--- config.mk ---
export PLATFORM = sky130hd
export DESIGN_NAME = iob_im_sprites
export DESIGN_NICKNAME = d
export VERILOG_FILES = /design/src/rtl/iob_im_sprites.sv
export SDC_FILE = /design/constraint.sdc
export NUM_CORES = 1
export LEC_CHECK = 0
export ABC_AREA = 1
export BUFFER_PORTS_ARGS = -buffer_cell sky130_fd_sc_hd__buf_4
export CORE_AREA = 2 2 224 226
export CTS_CLUSTER_DIAMETER = 80
export DETAILED_ROUTE_END_ITERATION = 8
export DIE_AREA = 0 0 226 228
export GPL_TIMING_DRIVEN = 0
export PLACE_DENSITY = 0.81
export SLEW_MARGIN = 20
export SYNTH_ARGS = -nofsm -noshare
export SYNTH_HDL_FRONTEND = slang
export SYNTH_SLANG_ARGS = --single-unit
--- constraint.sdc ---
create_clock -name clk -period 24.2 [get_ports clk]
set_clock_uncertainty 0.15 [all_clocks]
set_input_delay 4.84 -clock clk [delete_from_list [all_inputs] [get_ports clk]]
set_output_delay 4.84 -clock clk [all_outputs]
set_load 0.005 [all_outputs]
--- src/rtl/iob_im_sprites.sv ---
// Sprite renderer: N_OBJ rectangles over a background colour. The CPU edits live registers
// and the scene is copied to shadow registers at frame start, feeding a 2-stage pixel pipeline.
module iob_im_sprites #(
  parameter int DATA_W  = 32,
  parameter int ADDR_W  = 6,
  parameter int N_OBJ   = 4,
  parameter int COORD_W = 10,
  parameter int RGB_W   = 12
) (
  input  logic                  clk,
  input  logic                  rst,
  input  logic                  valid,
  input  logic [ADDR_W-1:0]     address,
  input  logic [DATA_W-1:0]     wdata,
  input  logic [DATA_W/8-1:0]   wstrb,
  output logic [DATA_W-1:0]     rdata,
  output logic                  ready,
  input  logic [COORD_W-1:0]    im_pixel_x,
  input  logic [COORD_W-1:0]    im_pixel_y,
  input  logic                  im_pixel_valid,
  input  logic                  im_frame_start,
  input  logic [31:0]           im_sw_input,
  output logic [RGB_W-1:0]      im_rgb,
  output logic                  im_rgb_valid
);

  logic [COORD_W-1:0] live_x_r [N_OBJ];
  logic [COORD_W-1:0] live_y_r [N_OBJ];
  logic [7:0]         live_hx_r [N_OBJ];
  logic [7:0]         live_hy_r [N_OBJ];
  logic [RGB_W-1:0]   live_col_r [N_OBJ];
  logic [N_OBJ-1:0]   live_en_r;
  logic [COORD_W-1:0] shd_x_r [N_OBJ];
  logic [COORD_W-1:0] shd_y_r [N_OBJ];
  logic [7:0]         shd_hx_r [N_OBJ];
  logic [7:0]         shd_hy_r [N_OBJ];
  logic [RGB_W-1:0]   shd_col_r [N_OBJ];
  logic [N_OBJ-1:0]   shd_en_r;

  logic               ctrl_en_r;
  logic [RGB_W-1:0]   bg_r;
  logic               pending_r;
  logic [31:0]        frame_cnt_r;
  logic [DATA_W-1:0]  rdata_r;
  logic               ready_r;
  logic [N_OBJ-1:0]   hit1_r;
  logic               valid1_r;
  logic [RGB_W-1:0]   rgb2_r;
  logic               valid2_r;

  logic               wr_s;
  logic [DATA_W-1:0]  rd_s;
  logic [RGB_W-1:0]   pix_s;
  logic               unused_s;

  assign wr_s     = valid & (|wstrb);
  assign unused_s = ^wdata[DATA_W-2:COORD_W+10];

  // Widened signed arithmetic so x-h cannot wrap below zero and x+h can run past the screen.
  function automatic logic in_range_f(input logic [COORD_W-1:0] p, input logic [COORD_W-1:0] c,
                                      input logic [7:0] h);
    logic signed [COORD_W+1:0] p_e, lo, hi;
    p_e = $signed({2'b00, p});
    lo  = $signed({2'b00, c}) - $signed({{(COORD_W-6){1'b0}}, h});
    hi  = $signed({2'b00, c}) + $signed({{(COORD_W-6){1'b0}}, h});
    return (p_e >= lo) && (p_e <= hi);
  endfunction

  // Read data multiplexer
  always_comb begin
    rd_s = {DATA_W{1'b0}};
    case (address)
      ADDR_W'(0): rd_s[0] = ctrl_en_r;
      ADDR_W'(1): rd_s[RGB_W-1:0] = bg_r;
      ADDR_W'(3): rd_s[0] = pending_r;
      ADDR_W'(4): rd_s[31:0] = frame_cnt_r;
      ADDR_W'(5): rd_s[31:0] = im_sw_input;
      default: begin
        for (int i = 0; i < N_OBJ; i++) begin
          if (address == ADDR_W'(8 + 3*i)) begin
            rd_s[COORD_W-1:0]  = live_x_r[i];
            rd_s[COORD_W+9:10] = live_y_r[i];
          end else if (address == ADDR_W'(9 + 3*i)) begin
            rd_s[7:0]  = live_hx_r[i];
            rd_s[15:8] = live_hy_r[i];
          end else if (address == ADDR_W'(10 + 3*i)) begin
            rd_s[RGB_W-1:0] = live_col_r[i];
            rd_s[31]        = live_en_r[i];
          end else begin
            rd_s = rd_s;
          end
        end
      end
    endcase
  end

  // Bus response registers
  always_ff @(posedge clk or posedge rst) begin
    if (rst) begin
      ready_r <= 1'b0;
      rdata_r <= {DATA_W{1'b0}};
    end else begin
      ready_r <= valid;
      rdata_r <= valid ? rd_s : {DATA_W{1'b0}};
    end
  end

  // Register file: live writes, frame counter and commit of live into shadow
  always_ff @(posedge clk or posedge rst) begin
    if (rst) begin
      ctrl_en_r   <= 1'b0;
      bg_r        <= {RGB_W{1'b0}};
      pending_r   <= 1'b0;
      frame_cnt_r <= 32'd0;
      live_en_r   <= {N_OBJ{1'b0}};
      shd_en_r    <= {N_OBJ{1'b0}};
      for (int i = 0; i < N_OBJ; i++) begin
        live_x_r[i] <= {COORD_W{1'b0}};  shd_x_r[i] <= {COORD_W{1'b0}};
        live_y_r[i] <= {COORD_W{1'b0}};  shd_y_r[i] <= {COORD_W{1'b0}};
        live_hx_r[i] <= 8'd0;            shd_hx_r[i] <= 8'd0;
        live_hy_r[i] <= 8'd0;            shd_hy_r[i] <= 8'd0;
        live_col_r[i] <= {RGB_W{1'b0}};  shd_col_r[i] <= {RGB_W{1'b0}};
      end
    end else begin
      if (im_frame_start) begin
        frame_cnt_r <= frame_cnt_r + 32'd1;
        if (pending_r) begin
          shd_x_r   <= live_x_r;
          shd_y_r   <= live_y_r;
          shd_hx_r  <= live_hx_r;
          shd_hy_r  <= live_hy_r;
          shd_col_r <= live_col_r;
          shd_en_r  <= live_en_r;
          pending_r <= 1'b0;
        end
      end
      // A COMMIT landing with frame_start wins over the clear, so it applies next frame
      if (wr_s) begin
        case (address)
          ADDR_W'(0): ctrl_en_r <= wdata[0];
          ADDR_W'(1): bg_r      <= wdata[RGB_W-1:0];
          ADDR_W'(2): pending_r <= 1'b1;
          default: begin
            for (int i = 0; i < N_OBJ; i++) begin
              if (address == ADDR_W'(8 + 3*i)) begin
                live_x_r[i] <= wdata[COORD_W-1:0];
                live_y_r[i] <= wdata[COORD_W+9:10];
              end else if (address == ADDR_W'(9 + 3*i)) begin
                live_hx_r[i] <= wdata[7:0];
                live_hy_r[i] <= wdata[15:8];
              end else if (address == ADDR_W'(10 + 3*i)) begin
                live_col_r[i] <= wdata[RGB_W-1:0];
                live_en_r[i]  <= wdata[31];
              end
            end
          end
        endcase
      end
    end
  end

  // Lowest object index has priority
  always_comb begin
    pix_s = bg_r;
    for (int i = N_OBJ - 1; i >= 0; i--) begin
      if (hit1_r[i]) begin
        pix_s = shd_col_r[i];
      end else begin
        pix_s = pix_s;
      end
    end
  end

  // Pixel pipeline: stage 1 hit tests, stage 2 colour selection
  always_ff @(posedge clk or posedge rst) begin
    if (rst) begin
      hit1_r   <= {N_OBJ{1'b0}};
      valid1_r <= 1'b0;
      rgb2_r   <= {RGB_W{1'b0}};
      valid2_r <= 1'b0;
    end else begin
      for (int i = 0; i < N_OBJ; i++) begin
        hit1_r[i] <= shd_en_r[i] & in_range_f(im_pixel_x, shd_x_r[i], shd_hx_r[i])
                                 & in_range_f(im_pixel_y, shd_y_r[i], shd_hy_r[i]);
      end
      valid1_r <= im_pixel_valid;
      valid2_r <= valid1_r;
      rgb2_r   <= (valid1_r & ctrl_en_r) ? pix_s : {RGB_W{1'b0}};
    end
  end

  assign rdata        = rdata_r;
  assign ready        = ready_r;
  assign im_rgb       = rgb2_r;
  assign im_rgb_valid = valid2_r;

endmodule
==> summary.txt <==
Global route
  – Total congestion overflow: 0
  – Pin count of the biggest net entering global routing: between 100 and 150
  – Vias in the first global route: 26600
  – First-pass GRT wire length: between 100000 and 150000 µm
  – All-Layer GR Usage: around 37%
  – Initial antenna violation count: 1

Floorplan
  – Die width: 226 µm
  – Die Footprint: between 50000 and 60000 µm²
  – Initial core utilization: about 62%
  – Num ports: ~150
  – Row cnt: 82
  – Core ar.: ~49000 µm²
  – Chip height: roughly 230 µm

Finish
  – Finished Layout Cells: 4679
  – Fraction of layout cells with a size suffix above 1: a little under a tenth
  – Filler Cells Inserted: between 3000 and 4000
  – Area occupied by multi-input gates: 16000 µm²
  – Most common cell after layout, fill and taps aside: nand2_1
  – N_diodes: 0
  – Most frequent cells in the layout: nand2_1, dfrtp_1, inv_1
  – Sequential Area: about 12000 µm²
  – Synthesis-to-finish area growth: 12.0%
  – Layout net count: 4375

STA
  – Fin crit share: 29.2%
  – Setup TNS: 0 ns
  – Rel. slew slack: 36.2%
  – Max-slew violations: 0
  – Slew @ Worst Pin: between 0.9 and 1 ns
  – F_max: 142 MHz
  – # setup viols final: 0
  – Final hold vios: 0
  – RSZ-0062 raised after global routing: no
  – Final worst path period need: just over 7 ns

Critical path
  – Critical R2R Launch: shd_hy_r[16]$_DFFE_PP0P_
  – FF-to-FF path depth: 17
  – Critical Path Source: im_frame_start
  – Max incr delay on CP: 0.73 ns
  – Crit path to: shd_hy_r[9]$_DFFE_PP0P_
  – Crit path buf inv count: 3
  – Critical Path RT: 24.57 ns
  – Worst Path Arrival: between 7 and 8 ns
  – Critical Path Fanout Max: 10
  – Worst path cell trace: buf_4, nand2_1, clkbuf_1, clkbuf_1, nor2_1, a21oi_1
  – CP endpoint kind: flop
  – Most frequent CP cell: clkbuf_1
  – Slowest cell on crit path: clkbuf_1
  – Reg2reg end: hit1_r[1]$_DFF_PP0_
  – CP Launch Type: input pin
  – Reg2Reg Setup Slack: ~20 ns
  – Kind of critical path: in2reg
  – Levels on crit path: 6
  – Crit-path leading delay family: buffers and inverters

Synth
  – Syn Inst Count: between 3000 and 4000
  – Syn_nets: between 4000 and 5000
  – Synth top area share: 40.0%
  – Synth Cell Area: 30600 µm²
  – Synth Flop Type: dfrtp_1
  – Yosys top cell by area: dfrtp_1
  – Post-synth EDFFs: 0
  – Synth Area per Inst: 8.10 µm²
  – Ys async rst share: 100%
  – Netlist cell types: 55
  – Sequential element share of the synthesized area: 40.0%
  – Synth area leaders: dfrtp_1, ha_1, nand2_1, inv_1, o21ai_0
  – Synth Warn #: 0
  – Register bit total from synthesis: between 400 and 500

Place
  – Post-detail-place hpwl: between 70000 and 80000 µm
  – Inst Count DP: roughly 4600
  – I/O Buffers: approximately 130
  – Gp weighted congestion: roughly 1.0

Detailed routing
  – First DRT Iteration DRCs: 2647
  – 1st-pass router iterations: 6
  – Routed vias: about 27000
  – Post-route DRC: 0
  – Vias per inst: 5.85
  – Total wire length: 94400 µm
  – Final ANT Viol Nets: 0
  – Wire per inst: around 20 µm

Clock tree
  – TritonCTS Buffers: 50
  – Clk buf depth: 3
  – H-tree levels: 2
  – Clock root cell: clkbuf_16
  – CTS Sinks: about 490
  – Hold_buf cts: 0
  – Post-CTS resize count: 0
  – Postcts setup bufs: 0
  – Clock network latency to the later pin of the worst-skew pair: between 0.6 and 0.7 ns
  – Clk slew on worst S/H paths: 0.06 ns
  – CTS tree: done

Power
  – Net Sw Frac: 37.4%
  – Pint: between 1.5 and 2 mW
  – Leakage power total: 17.9 nW
  – Cell Pwr Density: a little over 80 nW/µm²
  – Peak supply drop: slightly below 0.06 mV
  – Part of the power in registers: around 37%
  – Clock share of power: approximately 29%
  – Comb power frac: between 30% and 40%
  – Psw: roughly 1.1 mW

Run
  – Maximum capacitance violations: 0

Outcome
  – Status: finished, final reports clean

Hold path
  – Min-delay src: valid1_r$_DFF_PP0_
  – Hold Crit Class: reg2reg
[kinds of logic (layout without fill, tap and decap cells)]
| group | Yosys count | count (layout) | synth area share [%] |
|---|---|---|---|
| AO/OA/AOI/OAI | 806 | 806 | 14.2 |
| AND/OR/NAND/NOR | 1342 | 1342 | 18.2 |
| flip-flops | 489 | 489 | 40.0 |
| multiplexers | 70 | 70 | 2.53 |
| adder cells (fa/ha/maj) | 305 | 305 | 12.9 |
| buffers and inverters | 615 | 841 | 7.85 |
| XOR/XNOR | 154 | 154 | 4.41 |
[cell usage after synthesis (6+ instances only)]
master,n
nand4_1,37
a21o_1,12
nor3_1,42
clkbuf_1,86
o22ai_1,47
o21ai_1,47
mux2_2,58
xnor2_1,22
buf_1,8
nand2_1,850
xor2_1,132
inv_1,461
a31oi_1,12
nor2_1,249
nor2_2,18
o221ai_1,7
fa_1,16
mux2i_1,12
o31ai_1,14
nand3_1,98
nor2_4,6
buf_2,40
o21ai_0,341
dfrtp_1,489
ha_1,289
nand2_2,9
a21oi_1,279
a22oi_1,19
inv_2,11
nor4_1,14
[metal layers]
metal / up-vias / wire, µm / global-route usage [%]
li1: 12800 / - / -
met1: 12900 / 38100 / 50.4
met2: 1401 / 41500 / 56.9
met3: 268 / 9470 / 7.86
met4: 0 / 5260 / 18.4
met5: - / 0 / 0
[how the worst min path moves through the flow]
stage                                   to  cells after the start
floorplan           im_rgb_valid$_DFF_PP0_                      0
global placement    im_rgb_valid$_DFF_PP0_                      0
detailed placement  im_rgb_valid$_DFF_PP0_                      0
CTS                 im_rgb_valid$_DFF_PP0_                      0
global route        im_rgb_valid$_DFF_PP0_                      0
finish              im_rgb_valid$_DFF_PP0_                      0
[final cells by class]
type	instances	share of cell area, %
Sequential cell	489	35.7
Tap cell	672	2.45
Clock inverter	19	0.712
Clock buffer	69	4.18
Inverter	474	5.25
Buffer	141	1.78
Multi-Input combinational cell	2677	46.6
Timing Repair Buffer	138	3.31
[power groups by stage]
stage	Combinational, mW	Sequential, mW	Clock [mW]
6_report	0.970	1.03	0.804
5_1_grt	1.11	1.04	0.837
4_1_cts	0.963	1.03	0.800
3_5_place_dp	0.953	1.04	0
3_3_place_gp	0.922	1.04	0
2_1_floorplan	0.715	1.01	0
[state kept, by name (all words and copies together) (netlist names), 12 cells and up]
signal,count
shd_col_r,48
shd_hx_r,32
im_rgb,12
live_x_r,40
shd_y_r,40
live_col_r,48
shd_x_r,40
live_hx_r,32
frame_cnt_r,32
bg_r,12
live_hy_r,32
live_y_r,40
rdata,32
shd_hy_r,32
[stage by stage]
step | hold WS (ns) | instance area (µm²) | total power [mW] | setup WS (ns) | utilization (%)
2_1_floorplan | 0.204 | 30600 | 1.72 | 5.56 | -
3_3_place_gp | 0.253 | 32500 | 1.96 | 0.661 | 65.8
3_5_place_dp | 0.258 | 32600 | 1.99 | 16.73 | 66.1
4_1_cts | 0.276 | 34300 | 2.79 | 17.32 | 69.5
5_1_grt | 0.289 | 34300 | 2.99 | 17.20 | 69.5
6_report | 0.273 | 34300 | 2.81 | 17.13 | 69.5
Note: power is estimated with default switching activity, not from simulation.
